--- config.mk ---
export PLATFORM = sky130hd
export DESIGN_NAME = tea_dispatch_ctrl
export DESIGN_NICKNAME = d
export VERILOG_FILES = /design/src/rtl/tea_dispatch_ctrl.sv
export SDC_FILE = /design/constraint.sdc
export NUM_CORES = 1
export LEC_CHECK = 0
export ABC_AREA = 1
export ABC_CLOCK_PERIOD_IN_PS = 2600
export BUFFER_PORTS_ARGS = -buffer_cell sky130_fd_sc_hd__buf_2
export CAP_MARGIN = 15
export CORE_AREA = 2 2 184 186
export DETAILED_ROUTE_END_ITERATION = 6
export DIE_AREA = 0 0 186 188
export PLACE_DENSITY = 0.71
export SLEW_MARGIN = 0
export SYNTH_ARGS = -nofsm -noshare
export SYNTH_HDL_FRONTEND = slang
export SYNTH_SLANG_ARGS = --single-unit
--- constraint.sdc ---
create_clock -name clk -period 2.6 [get_ports clk]
set_input_delay 0.13 -clock clk [delete_from_list [all_inputs] [get_ports clk]]
set_output_delay 0.13 -clock clk [all_outputs]
set_load 0.005 [all_outputs]
--- src/rtl/tea_dispatch_ctrl.sv ---
// Round-robin dispatcher for a bank of iterative TEA decryptor cores.
// Blocks go out to cores in rotation; plaintext comes back strictly in input order.
module tea_dispatch_ctrl #(
  parameter int N_CORES = 4,
  parameter int PW      = $clog2(N_CORES)
) (
  input  logic                   clk,
  input  logic                   rst,
  input  logic                   ena,
  input  logic                   in_valid,
  output logic                   in_ready,
  input  logic [63:0]            in_data,
  output logic [N_CORES-1:0]     core_start,
  output logic [63:0]            core_data,
  input  logic [N_CORES-1:0]     core_done,
  input  logic [64*N_CORES-1:0]  core_out,
  output logic                   out_valid,
  input  logic                   out_ready,
  output logic [63:0]            out_data,
  output logic [PW:0]            in_flight,
  output logic                   err
);

  typedef enum logic [1:0] {
    S_IDLE = 2'd0,
    S_BUSY = 2'd1,
    S_FULL = 2'd2
  } slot_e;

  slot_e              r_slot [N_CORES];
  logic [63:0]        r_res  [N_CORES];
  logic [PW-1:0]      r_wr_ptr;
  logic [PW-1:0]      r_rd_ptr;
  logic [PW:0]        r_in_flight;
  logic [N_CORES-1:0] r_core_start;
  logic [63:0]        r_core_data;
  logic               r_err;

  logic               w_accept;
  logic               w_release;
  logic [N_CORES-1:0] w_start_onehot;

  // Handshake outputs depend only on registered slot state; no same-cycle bypass.
  assign in_ready  = ena & (r_slot[r_wr_ptr] == S_IDLE);
  assign out_valid = ena & (r_slot[r_rd_ptr] == S_FULL);
  assign out_data  = r_res[r_rd_ptr];

  assign w_accept       = in_valid & in_ready;
  assign w_release      = out_valid & out_ready;
  assign w_start_onehot = {{(N_CORES-1){1'b0}}, 1'b1} << r_wr_ptr;

  assign core_start = r_core_start;
  assign core_data  = r_core_data;
  assign in_flight  = r_in_flight;
  assign err        = r_err;

  always_ff @(posedge clk or negedge rst) begin
    if (!rst) begin
      // NOTE: the result registers are reset because their contents are visible
      // on out_data; a small register file like this costs little to clear.
      for (int i = 0; i < N_CORES; i++) begin
        r_slot[i] <= S_IDLE;
        r_res[i]  <= '0;
      end
      r_wr_ptr     <= '0;
      r_rd_ptr     <= '0;
      r_in_flight  <= '0;
      r_core_start <= '0;
      r_core_data  <= '0;
      r_err        <= 1'b0;
    end else begin
      // NOTE: non-blocking assignments throughout, so every slot update below
      // reads the state from before this edge regardless of statement order.
      r_core_start <= w_accept ? w_start_onehot : '0;
      if (w_accept) begin
        r_core_data <= in_data;
      end

      // Done capture runs independently of ena; a done on a non-BUSY slot is a protocol error.
      for (int i = 0; i < N_CORES; i++) begin
        if (core_done[i]) begin
          if (r_slot[i] == S_BUSY) begin
            r_res[i]  <= core_out[64*i +: 64];
            r_slot[i] <= S_FULL;
          end else begin
            r_err <= 1'b1;
          end
        end
      end

      if (w_accept) begin
        r_slot[r_wr_ptr] <= S_BUSY;
        r_wr_ptr         <= r_wr_ptr + 1'b1;
      end

      // Accept needs IDLE and release needs FULL, so both never hit one slot together.
      if (w_release) begin
        r_slot[r_rd_ptr] <= S_IDLE;
        r_rd_ptr         <= r_rd_ptr + 1'b1;
      end

      case ({w_accept, w_release})
        2'b10:   r_in_flight <= r_in_flight + 1'b1;
        2'b01:   r_in_flight <= r_in_flight - 1'b1;
        default: r_in_flight <= r_in_flight;
      endcase
    end
  end

endmodule

==> results.json <==
{
  "io-pin-count": 467,
  "worst_clock_skew_ns": 0.01003,
  "die_x_um": 186,
  "yosysUniqueCellTypes": 25,
  "critical_path_class": "reg2out",
  "slew_headroom_pct": 50.31,
  "wl_um": 52740,
  "clk_pin_slew_ns": 0.05,
  "fmax_ghz": 0.3999,
  "grt_setup_unrepaired": "no",
  "synth_top_area_share_pct": 57.90,
  "p_leak_nw": 10.91,
  "yosys.area.top_type": "dfrtp_1",
  "netlist_instances": 1300,
  "synth.cell_area_um2": 14700,
  "grt_pass1_vias": 15140,
  "grt_usage_pct": 29.60,
  "gp_congestion": 0.8108,
  "syn_nets": 1639,
  "grt_pass1_wl_um": 80890,
  "cts-root-buf": "clkbuf_16",
  "synth_edf_count": 0,
  "nFillCells": 2306,
  "cp_data_required_time_ns": 2.47,
  "drc": 0,
  "finalNonFillerCells": 2549,
  "fin_crit_sh_pct": 96.18,
  "finalSetupViolCount": 0,
  "vias_per_cell": 5.462,
  "critPathArrivalTime_ns": 2.37,
  "core_um2": 33110,
  "fin_setup_tns_ns": 0,
  "register_area_um2": 8513,
  "cts_buffers": 38,
  "area_growth_pct": 49.58,
  "htree_levels": 2,
  "hp-class": "in2reg",
  "ys.flop_type": "dfrtp_1",
  "powerDensity_nw_per_um2": 1079,
  "synth_seq_cells": 340,
  "synth.area.top_cells": "dfrtp_1 58%, mux2_2 17%, o21ai_0 4.7%, nand2_1 3.6%, nor2_1 3.6%",
  "path_max_fanout": 129,
  "cts.path.max_buffers": 3,
  "first_iter_violations": 943,
  "antenna_found_initial": 13,
  "max-cap-violations": 0,
  "cts_tree": "built",
  "maxSlewViolCount": 0,
  "dpl.cell_count": 2149,
  "fin_crit_ns": 2.501,
  "yosys.cell_count.top_type": "dfrtp_1",
  "status": "finished, final reports clean",
  "multi_input_area_um2": 5736,
  "antenna_left": 0,
  "post_synth.cell_area_avg_um2": 11.30,
  "dieArea_um2": 34970,
  "layout-drive-gt1-share_pct": 37.22,
  "yosysSeqAreaShare_pct": 57.90,
  "end_kind": "primary output",
  "start_util_pct": 44.38,
  "wl_per_cell_um": 20.69,
  "async_reset_ff_share_pct": 100.0,
  "worst_pin_slew_ns": 0.7454,
  "synth_common_cells": "340 x dfrtp_1, 228 x mux2_2, 141 x nand2_1",
  "start_kind": "register",
  "clock_latency_ns": 0.51,
  "hold_violations": 0,
  "die_y_um": 188,
  "first_pass_iters": 6,
  "grt_overflow_total": 0,
  "rr_worst_depth": 10,
  "yosysWarnings": 0,
  "ir_drop_uv": 709.3,
  "portBuffers": 466,
  "fin_nets": 2405,
  "core.rowCount": 67,
  "whs_path_depth": 5,
  "grt_max_degree": 131,
  "hpwlAfterDp_um": 29560,
  "vias": 13920,
  "clock-sinks": 340
}
[cell families after synthesis]
logic type                 count (synthesis)  share of synthesized area [%]
xor gates and xnor gates                   4                         0.2384
AOI/OAI and AO/OA                        211                          7.773
DFF                                      340                          57.90
and+or+nand+nor                          365                          10.10
muxes                                    257                          19.69
buffers and inverters                    113                          3.397
adders and majority gates                 10                         0.9025
[cell type report]
| class | instances | area share (%) |
|---|---|---|
| Tap cell | 448 | 2.550 |
| Multi-Input combinational cell | 847 | 26.09 |
| Inverter | 25 | 0.4383 |
| Sequential cell | 340 | 38.73 |
| Clock buffer | 62 | 5.208 |
| Clock inverter | 2 | 0.04554 |
| Timing Repair Buffer | 814 | 26.81 |
| Antenna cell | 11 | 0.1252 |
[per-stage QoR]
| step | utilization (%) | hold slack, ns | power [mW] | setup WS (ns) | area [um^2] |
|---|---|---|---|---|---|
| 2_1_floorplan | - | -0.1656 | 14.10 | 0.4289 | 14700 |
| 3_3_place_gp | 52.99 | 0.1791 | 17.38 | 0.5708 | 17550 |
| 3_5_place_dp | 52.99 | 0.1840 | 17.71 | 0.5589 | 17550 |
| 4_1_cts | 66.30 | 0.02615 | 23.21 | 0.1796 | 21950 |
| 5_1_grt | 66.38 | 0.04565 | 25.11 | 0.02982 | 21980 |
| 6_report | 66.38 | 0.05487 | 23.72 | 0.09922 | 21980 |
[critical path: stages (launching register included)]
cell and delay [ns]:
dfrtp_4 0.52, inv_4 0.10, buf_12 0.35, o21ai_0 0.17, o22ai_1 0.32, buf_2 0.19
[flip-flops by register name, summed over array words and instances (netlist names)]
register / flops
r_res: 256
core_data: 64
r_slot: 8
core_start: 4
in_flight: 3
r_rd_ptr: 2
r_wr_ptr: 2
err: 1
[per-layer routing]
layer  wire length (um)  GRT usage, %
met1              19700         34.79
met2              25520         49.29
met5                 24             0
met3               4759         8.138
met4               2736         15.41
[timing repair]
item,in CTS,in global routing
hold buffers,325,0
gates resized for setup,0,0
buffers inserted,0,0
endpoints found under the hold margin,392,0
[power by group]
part	internal, mW	total, mW	switching, mW
registers	7.71	9.13	1.42
clock network	2.99	5.10	2.11
logic	4.38	9.49	5.10
[worst paths after layout]
kind | startpoint | endpoint | slack, ns
max in group asynchronous | rst | r_rd_ptr[0] | 1.57
worst min register to register | core_data[54] | core_data[54] | 0.47
worst max register to register | r_wr_ptr[0] | in_flight[2] | 0.54
min in group asynchronous | rst | r_res[90] | 0.23
worst min-delay path | core_done[1] | r_slot[5] | 0.05
worst max-delay path | r_rd_ptr[0] | out_data[19] | 0.1
[placed cells by master (no fill, tap or decap), drive strengths merged]
master       Yosys  layout
o2111ai          1       1
buf             43     489
o22ai           64      64
xor2             2       2
fa               1       1
o21ai          139     139
nand2          141     141
inv             25      25
dfrtp          340     340
clkinv           0       2
mux2           257     257
diode            0      11
a21oi            6       6
nand3           82      82
nor2           140     140
o21bai           1       1
nor3             1       1
nand4            1       1
xnor2            2       2
ha               9       9
dlygate4sd3      0     325
clkbuf          45      62
(Power assumes the default switching activity.)
